**src/rtl/rf_wb_stage.sv**
```systemverilog
`default_nettype none
// ============================================================================
// Module   : rf_wb_stage
// Brief    : Merges ALU results and load returns onto the single RF write
//            port, buffering same-cycle collisions in an in-order queue.
// Revision : 1.0 - initial release
// ============================================================================
module rf_wb_stage #(
    parameter int DW    = 16,
    parameter int AW    = 4,
    parameter int DEPTH = 4
) (
    input  logic                clk,
    input  logic                rst,
    input  logic                alu_vld,
    input  logic [AW-1:0]       alu_dst_addr,
    input  logic [DW-1:0]       alu_data,
    input  logic                ld_vld,
    input  logic [AW-1:0]       ld_dst_addr,
    input  logic [DW-1:0]       ld_data,
    output logic                we,
    output logic [AW-1:0]       dst_addr,
    output logic [DW-1:0]       dst,
    output logic                stall,
    output logic [(2**AW)-1:0]  pend_mask,
    output logic                ovf_err
);

    localparam int c_PW = (DEPTH > 1) ? $clog2(DEPTH) : 1;
    localparam int c_CW = $clog2(DEPTH + 1);
    localparam int c_NR = 2 ** AW;
    localparam logic [c_CW:0] c_DEPTH_X = (c_CW + 1)'(DEPTH);

    logic [AW-1:0]   r_q_addr [DEPTH];
    logic [DW-1:0]   r_q_data [DEPTH];
    logic [c_PW-1:0] r_rd_ptr;
    logic [c_PW-1:0] r_wr_ptr;
    logic [c_CW-1:0] r_count;
    logic            r_we;
    logic [AW-1:0]   r_dst_addr;
    logic [DW-1:0]   r_dst;
    logic [c_NR-1:0] r_pend;
    logic            r_ovf;

    logic            w_ld_ok, w_alu_ok, w_q_has, w_deq, w_ovf;
    logic            w_hd_vld;
    logic [AW-1:0]   w_hd_addr, w_e0_addr, w_e1_addr;
    logic [DW-1:0]   w_hd_data, w_e0_data, w_e1_data;
    logic [1:0]      w_n_new, w_n_acc;
    logic [c_CW:0]   w_free, w_count_nxt;
    logic [c_PW-1:0] w_rd_nxt, w_wr1, w_wr_nxt;
    logic [AW-1:0]   w_na [DEPTH];
    logic [DW-1:0]   w_nd [DEPTH];
    logic [c_NR-1:0] w_pend_nxt;

    function automatic logic [c_PW-1:0] f_inc(input logic [c_PW-1:0] p);
        f_inc = (p == c_PW'(DEPTH - 1)) ? '0 : p + 1'b1;
    endfunction

    // Head selection: queue head is oldest, then the load, then the ALU result.
    always_comb begin
        w_ld_ok   = ld_vld && (ld_dst_addr != '0);
        w_alu_ok  = alu_vld && (alu_dst_addr != '0);
        w_q_has   = (r_count != '0);
        w_hd_vld  = 1'b0;
        w_hd_addr = r_q_addr[r_rd_ptr];
        w_hd_data = r_q_data[r_rd_ptr];
        w_e0_addr = alu_dst_addr;
        w_e0_data = alu_data;
        w_e1_addr = alu_dst_addr;
        w_e1_data = alu_data;
        w_n_new   = 2'd0;
        if (w_q_has) begin
            w_hd_vld = 1'b1;
            if (w_ld_ok) begin
                w_e0_addr = ld_dst_addr;
                w_e0_data = ld_data;
                w_n_new   = w_alu_ok ? 2'd2 : 2'd1;
            end else if (w_alu_ok) begin
                w_n_new = 2'd1;
            end
        end else if (w_ld_ok) begin
            w_hd_vld  = 1'b1;
            w_hd_addr = ld_dst_addr;
            w_hd_data = ld_data;
            w_n_new   = w_alu_ok ? 2'd1 : 2'd0;
        end else if (w_alu_ok) begin
            w_hd_vld  = 1'b1;
            w_hd_addr = alu_dst_addr;
            w_hd_data = alu_data;
        end
    end

    // Slot accounting; on shortage the newest candidate (ALU) is dropped.
    always_comb begin
        w_deq  = w_q_has;
        w_free = c_DEPTH_X - {1'b0, r_count} + {{c_CW{1'b0}}, w_deq};
        if ({{(c_CW - 1){1'b0}}, w_n_new} > w_free) begin
            w_n_acc = w_free[1:0];
            w_ovf   = 1'b1;
        end else begin
            w_n_acc = w_n_new;
            w_ovf   = 1'b0;
        end
        w_count_nxt = {1'b0, r_count} + {{(c_CW - 1){1'b0}}, w_n_acc}
                    - {{c_CW{1'b0}}, w_deq};
        w_rd_nxt = w_deq ? f_inc(r_rd_ptr) : r_rd_ptr;
        w_wr1    = f_inc(r_wr_ptr);
        case (w_n_acc)
            2'd0:    w_wr_nxt = r_wr_ptr;
            2'd1:    w_wr_nxt = w_wr1;
            default: w_wr_nxt = f_inc(w_wr1);
        endcase
    end

    // Post-edge queue image, used both for storage update and the pending mask.
    always_comb begin
        w_pend_nxt = '0;
        for (int i = 0; i < DEPTH; i++) begin
            w_na[i] = r_q_addr[i];
            w_nd[i] = r_q_data[i];
            if ((w_n_acc != 2'd0) && (r_wr_ptr == c_PW'(i))) begin
                w_na[i] = w_e0_addr;
                w_nd[i] = w_e0_data;
            end
            if ((w_n_acc == 2'd2) && (w_wr1 == c_PW'(i))) begin
                w_na[i] = w_e1_addr;
                w_nd[i] = w_e1_data;
            end
            if (((i - int'(w_rd_nxt) + DEPTH) % DEPTH) < int'(w_count_nxt))
                w_pend_nxt[w_na[i]] = 1'b1;
        end
        w_pend_nxt[0] = 1'b0;
    end

    always_ff @(posedge clk or posedge rst) begin
        if (rst) begin
            r_q_addr   <= '{default: '0};
            r_q_data   <= '{default: '0};
            r_rd_ptr   <= '0;
            r_wr_ptr   <= '0;
            r_count    <= '0;
            r_we       <= 1'b0;
            r_dst_addr <= '0;
            r_dst      <= '0;
            r_pend     <= '0;
            r_ovf      <= 1'b0;
        end else begin
            r_q_addr <= w_na;
            r_q_data <= w_nd;
            r_rd_ptr <= w_rd_nxt;
            r_wr_ptr <= w_wr_nxt;
            r_count  <= w_count_nxt[c_CW-1:0];
            r_we     <= w_hd_vld;
            if (w_hd_vld) begin
                r_dst_addr <= w_hd_addr;
                r_dst      <= w_hd_data;
            end
            r_pend <= w_pend_nxt;
            if (w_ovf)
                r_ovf <= 1'b1;
        end
    end

    assign we        = r_we;
    assign dst_addr  = r_dst_addr;
    assign dst       = r_dst;
    assign pend_mask = r_pend;
    assign ovf_err   = r_ovf;
    assign stall     = ((c_DEPTH_X - {1'b0, r_count}) < (c_CW + 1)'(2));

endmodule
`default_nettype wire

```
**config.mk**
```make
export PLATFORM = sky130hd
export DESIGN_NAME = rf_wb_stage
export DESIGN_NICKNAME = d
export VERILOG_FILES = /design/src/rtl/rf_wb_stage.sv
export SDC_FILE = /design/constraint.sdc
export NUM_CORES = 1
export LEC_CHECK = 0
export BUFFER_PORTS_ARGS = -buffer_cell sky130_fd_sc_hd__buf_4
export CAP_MARGIN = 40
export CORE_ASPECT_RATIO = 1.5
export CORE_MARGIN = 4
export CORE_UTILIZATION = 35
export CTS_BUF_LIST = sky130_fd_sc_hd__clkbuf_8 sky130_fd_sc_hd__clkbuf_16
export DETAILED_ROUTE_END_ITERATION = 8
export MAX_ROUTING_LAYER = met4
export SLEW_MARGIN = 20
export SYNTH_ARGS = -nofsm -noshare
export SYNTH_HDL_FRONTEND = slang
export SYNTH_SLANG_ARGS = --single-unit
```
**constraint.sdc**
```tcl
create_clock -name clk -period 5.9 [get_ports clk]
set_input_delay 0.59 -clock clk [delete_from_list [all_inputs] [get_ports clk]]
set_output_delay 0.59 -clock clk [all_outputs]
set_load 0.05 [all_outputs]
```
==> flow_metrics.py, run 1 <==
metrics = {
    "synth": {
        "syn_inst": 838,
        "async_flop_share_pct": 100,
        "synth-seq-cells": 124,
        "synth_area_per_cell_um2": 9.29,
        "ys_warn_count": 0,
        "synthFlopType": "dfrtp_1",
        "syn_area_mm2": 0.00779,
        "ys_seq_area_share_pct": 39.8,
        "synth_top_area_cell": "dfrtp_1",
        "ys_types": 72,
        "syn_nets": 908,
        "synth_top_cell_area_share_pct": 39.8,
        "synth_edf_count": 0,
        "ys_top_cells_by_area": "dfrtp_1, mux4_2, nand2_1",
    },
    "drt": {
        "ant_nets": 0,
        "first_pass_iters": 5,
        "detail_route.wl_per_cell_um": 21.5,
        "drt_iter0_drc": 737,
        "vias_per_cell": 5.85,
        "wl_um": 25800,
        "drc": 0,
        "num_vias": 7029,
    },
    "floorplanning": {
        "design.core.area_mm2": 0.0218,
        "ios": 83,
        "die_w_um": 130,
        "die_y_um": 191,
        "initial_core_util_pct": 35.7,
        "die_area_mm2": 0.0247,
        "rows": 66,
    },
    "sta": {
        "final_max_slew_viol_count": 0,
        "relSlewSlack_pct": 46.7,
        "fmax_mhz": 185,
        "setup_tns_ns": 0,
        "setup_viol": 0,
        "rsz0062_at_grt": "no",
        "hold_viol": 0,
        "max_slew.worst_pin.slew_ns": 0.798,
        "fin_crit_sh_pct": 91.5,
        "fin_skew_ns": 0.00948,
        "period_needed_ns": 5.40,
    },
    "clock_network": {
        "cts_tree": "built",
        "insertion_delay_ns": 0.43,
        "cts_resized": 0,
        "cts_root_buffer": "clkbuf_16",
        "clock_path_buffers": 2,
        "cts_setup_buffers": 0,
        "h-tree-depth": 4,
        "cts_buffers": 17,
        "cts.clk_slew.worst_paths_ns": 0.06,
        "cts_hold_buffers": 0,
        "cts_num_sinks": 124,
    },
    "cells_and_area": {
        "multi_input_area_mm2": 0.00436,
        "syn2layout_area_growth_pct": 20.4,
        "final_nets": 986,
        "register_area_mm2": 0.00310,
        "drive_above_1_share_pct": 21.1,
        "fill_cells": 2149,
        "antenna_cells": 0,
    },
    "worst_setup_path": {
        "setup.worst_path.start": "r_count[0]$_DFF_PP0_",
        "arrival_ns": 5.69,
        "r2r-start": "r_count[0]$_DFF_PP0_",
        "startpoint_type": "flip-flop",
        "cp-end-kind": "flip-flop",
        "worstPathRequired_ns": 6.19,
        "path_max_fanout": 7,
        "crit_type": "reg -> reg",
    },
    "placement": {
        "place.gp.congestion": 0.976,
        "port_buffers": 81,
        "dp_hpwl_um": 18100,
    },
    "job": {
        "cap_violations": 0,
    },
    "grt": {
        "grt_pass1_wl_um": 40400,
        "grt.overflow.total": 0,
        "grt_max_degree": 50,
        "grtUsageTotal_pct": 21.9,
        "antenna_found_initial": 0,
        "grt_pass1_vias": 7185,
    },
    "worst_hold_path": {
        "hp-class": "in -> async",
    },
    "outcome": {
        "status": "finished, final reports clean",
    },
}
==> critical path, cell delays in order (launching register included) <==
cell and delay (ns):
dfrtp_1 0.49, inv_1 0.08, ha_1 0.20, ha_1 0.19
clkinv_1 0.06, ha_1 0.17, xor2_1 0.39, inv_2 0.16
ha_1 0.32, nor2b_1 0.21, o211a_1 0.18, nand2_1 0.10
o21ai_0 0.33, inv_1 0.12, ha_1 0.29, inv_1 0.04
ha_1 0.30, a21oi_1 0.19, nor2b_1 0.24, a21oi_1 0.10
o21ai_0 0.15, buf_4 0.16, nor2b_1 0.31, nor3b_2 0.13
a22oi_1 0.24, o211ai_1 0.12
==> cells in the mapped netlist, types with 19 or more instances <==
| cell type | n |
|---|---|
| clkbuf_1 | 30 |
| ha_1 | 26 |
| nor2_1 | 95 |
| a221o_1 | 33 |
| a21oi_1 | 62 |
| o21ai_0 | 59 |
| nand2_1 | 110 |
| dfrtp_1 | 124 |
| mux4_2 | 20 |
| mux2i_1 | 19 |
| inv_1 | 26 |
| nor3_1 | 29 |
==> sequential cells by signal, summed over array words and instances (netlist names) <==
register,count
r_q_data,64
dst,16
r_q_addr,16
pend_mask,15
dst_addr,4
r_count,3
r_rd_ptr,2
r_wr_ptr,2
ovf_err,1
we,1
==> final timing paths <==
check,to,slack [ns],cells past startpoint
worst max register to register,pend_mask[9]$_DFF_PP0_,0.50,25
max in group asynchronous,r_q_data[60]$_DFFE_PP0P_,4.65,3
worst min-delay path,r_q_data[54]$_DFFE_PP0P_,0.20,2
min in group clk,r_q_data[50]$_DFFE_PP0P_,0.42,3
worst min register to register,dst[15]$_DFFE_PP0P_,0.47,2
worst max-delay path,pend_mask[9]$_DFF_PP0_,0.50,25
==> routing by layer <==
| metal | GRT usage (%) | vias up | part of all wire, % |
|---|---|---|---|
| met5 | - | - | 0 |
| met1 | 25.8 | 3445 | 40 |
| met3 | 3.42 | 64 | 5.2 |
| met2 | 37.0 | 276 | 52 |
| li1 | - | 3244 | - |
| met4 | 9.24 | 0 | 3.3 |
==> layout make-up <==
class	instances	share of cell area, %
clock buffer	19	4.83
clock inverter	13	1.60
inverter	31	1.27
multi-input combinational	632	46.4
sequential	124	33.1
tap	272	3.63
timing repair buffer	110	9.14
==> kinds of logic after synthesis <==
family	Yosys count	synth area share [%]
other	1	0.0482
adders and majority gates	26	4.18
buffers and inverters	82	4.35
and+or+nand+nor	294	17.4
DFF	124	39.8
xor gates and xnor gates	7	0.980
AOI/OAI and AO/OA	263	24.7
muxes	41	8.52
==> placed cells by master, fill, tap and decap left out, types with 8 or more instances in the layout <==
cell type  instances
a31oi_1            9
a21oi_1           62
inv_1             27
o21ai_0           59
ha_1              26
clkbuf_16         17
nor2b_1           15
nand2b_1           8
nor2_1            94
o211ai_1          18
dfrtp_1          124
mux4_2            20
mux2i_1           19
nand2_1          110
nor3_1            29
a221o_1           33
buf_4            107
a22oi_1           18
o22ai_1           10
==> through the flow <==
step	std cells	setup WS (ns)	hold slack (ns)	instance area (um^2)	util [%]
2_1_floorplan	838	0.178	0.474	7790	-
3_3_place_gp	1166	0.394	0.461	8720	40.0
3_5_place_dp	1169	0.294	0.464	8770	40.2
4_1_cts	1201	0.480	0.208	9380	43.0
5_1_grt	1201	0.0273	0.231	9380	43.0
6_report	1201	0.500	0.203	9380	43.0
Power of run 1 is not shown: default switching activity piles up to over one toggle a cycle in this logic, so the estimate is an artifact.
==> run 2: changes to the inputs <==
--- a/config.mk
+++ b/config.mk
@@ -7,7 +7,7 @@
 export LEC_CHECK = 0
 export BUFFER_PORTS_ARGS = -buffer_cell sky130_fd_sc_hd__buf_4
 export CAP_MARGIN = 40
-export CORE_ASPECT_RATIO = 1.5
+export CORE_ASPECT_RATIO = 1.75
 export CORE_MARGIN = 4
 export CORE_UTILIZATION = 35
 export CTS_BUF_LIST = sky130_fd_sc_hd__clkbuf_8 sky130_fd_sc_hd__clkbuf_16
==> run 2 against run 1 <==
Utilization is 0.20 points lower. Worst hold slack worse by 0.040 ns. Sequential cell count stayed put. Maximum frequency is 1.4% higher. Die area grew 0.18%. Clock skew fell by 0.00056 ns. Via count grew 0.44%. Clock-buffer cell count unchanged. First-iteration DRC count down 20%. Final cell count up 2.1%. Register-to-register slack better by 0.08 ns. Critical endpoint is now pend_mask[11]$_DFF_PP0_. Highest routed layer unchanged.
==> flow_metrics.py, run 2 (synthesized netlist as in run 1, its figures left out) <==
metrics = {
    "outcome": {
        "status": "finished, final reports clean",
    },
    "sta": {
        "max_slew.worst_pin.slew_ns": 0.776,
        "final_max_slew_viol_count": 0,
        "hold_viol": 0,
        "setup_viol": 0,
        "relSlewSlack_pct": 48.3,
        "fin_crit_sh_pct": 90.2,
        "setup_tns_ns": 0,
        "rsz0062_at_grt": "no",
        "fmax_mhz": 188,
        "setup_ws_ns": 0.576,
        "period_needed_ns": 5.32,
        "fin_skew_ns": 0.00892,
    },
    "clock_network": {
        "cts_hold_buffers": 0,
        "cts.clk_slew.worst_paths_ns": 0.06,
        "cts_num_sinks": 124,
        "insertion_delay_ns": 0.42,
        "cts_root_buffer": "clkbuf_16",
        "h-tree-depth": 4,
        "cts_tree": "built",
        "cts_setup_buffers": 0,
        "cts_buffers": 17,
        "cts_resized": 0,
        "clock_path_buffers": 2,
    },
    "drt": {
        "vias_per_cell": 5.76,
        "first_pass_iters": 5,
        "ant_nets": 0,
        "detail_route.wl_per_cell_um": 21.3,
        "drc": 0,
        "wl_um": 26200,
        "num_vias": 7060,
        "drt_iter0_drc": 589,
    },
    "grt": {
        "grt_pass1_vias": 7313,
        "grtUsageTotal_pct": 22.0,
        "grt_max_degree": 58,
        "grt_util_met1_pct": 22.2,
        "grt.overflow.total": 0,
        "grt_pass1_wl_um": 40800,
        "grt_use_met3_pct": 3.08,
        "grt_use_met2_pct": 40.7,
        "antenna_found_initial": 0,
        "top_usage_layer": "met2",
    },
    "worst_setup_path": {
        "cp-end-kind": "flip-flop",
        "arrival_ns": 5.61,
        "max_stage_delay_ns": 0.50,
        "cpMaxStageDelayCell": "dfrtp_1",
        "cp.buffers_inverters": 7,
        "r2r-start": "r_count[0]$_DFF_PP0_",
        "path_max_fanout": 7,
        "crit_cells": 26,
        "cpMostUsedCell": "ha_1",
        "startpoint_type": "flip-flop",
        "r2r_cells": 26,
        "endpoint": "pend_mask[11]$_DFF_PP0_",
        "critical_path.top_delay_family": "adder cells",
        "r2r_setup_slack_ns": 0.58,
        "setup.worst_path.start": "r_count[0]$_DFF_PP0_",
        "crit_type": "reg -> reg",
        "worstPathRequired_ns": 6.18,
        "rr_endpoint": "pend_mask[11]$_DFF_PP0_",
    },
    "floorplanning": {
        "die_w_um": 121,
        "die_y_um": 205,
        "rows": 72,
        "initial_core_util_pct": 35.4,
        "die_area_mm2": 0.0248,
        "ios": 83,
        "design.core.area_mm2": 0.0220,
    },
    "cells_and_area": {
        "final_nets": 988,
        "layout_commonest_cell": "dfrtp_1",
        "drive_above_1_share_pct": 21.1,
        "largest_register_ffs": 64,
        "fill_cells": 2222,
        "antenna_cells": 0,
        "mostFrequentLayoutCells": "dfrtp_1, nand2_1, buf_4",
        "regMostFlops": "r_q_data",
        "syn2layout_area_growth_pct": 20.8,
    },
    "placement": {
        "dp_slack_ns": 0.409,
        "port_buffers": 81,
        "place.gp.congestion": 0.938,
        "dp_hpwl_um": 18400,
    },
    "worst_hold_path": {
        "hp-class": "in -> async",
    },
    "job": {
        "cap_violations": 0,
    },
}
run 2: area by class of cell:
class / count / area (um^2) / area share [%]
multi-input combinational: 632 / 4360 / 46.3
sequential: 124 / 3100 / 33.0
timing repair buffer: 112 / 901 / 9.57
clock buffer: 19 / 453 / 4.81
tap: 296 / 370 / 3.94
inverter: 31 / 119 / 1.26
clock inverter: 12 / 108 / 1.14
run 2: worst min path at each step:
stage / from / to / slack [ns] / cells past startpoint
CTS: rst / r_q_data[43]$_DFFE_PP0P_ / 0.15 / 2
detailed placement: dst[10]$_DFFE_PP0P_ / dst[10]$_DFFE_PP0P_ / 0.46 / 2
floorplan: r_q_data[24]$_DFFE_PP0P_ / r_q_data[24]$_DFFE_PP0P_ / 0.47 / 1
global route: rst / r_q_data[44]$_DFFE_PP0P_ / 0.18 / 2
finish: rst / dst[12]$_DFFE_PP0P_ / 0.16 / 2
global placement: dst[2]$_DFFE_PP0P_ / dst[2]$_DFFE_PP0P_ / 0.46 / 2
run 2: stage by stage:
stage | hold slack [ns] | instance area [um^2] | instances | util (%)
final | 0.162 | 9410 | 1226 | 42.8
after global routing | 0.181 | 9410 | 1226 | 42.8
after CTS | 0.151 | 9360 | 1224 | 42.6
after detailed placement | 0.464 | 8800 | 1193 | 40.0
after global placement | 0.460 | 8760 | 1191 | 39.9
after floorplan | 0.474 | 7790 | 838 | -
run 2: layer usage:
layer / up-vias / share of wire (%)
met2: 258 / 55
met4: 0 / 3.6
met5: - / 0
li1: 3252 / -
met3: 63 / 5.1
met1: 3487 / 36
Power of run 2 is left out for the same reason.
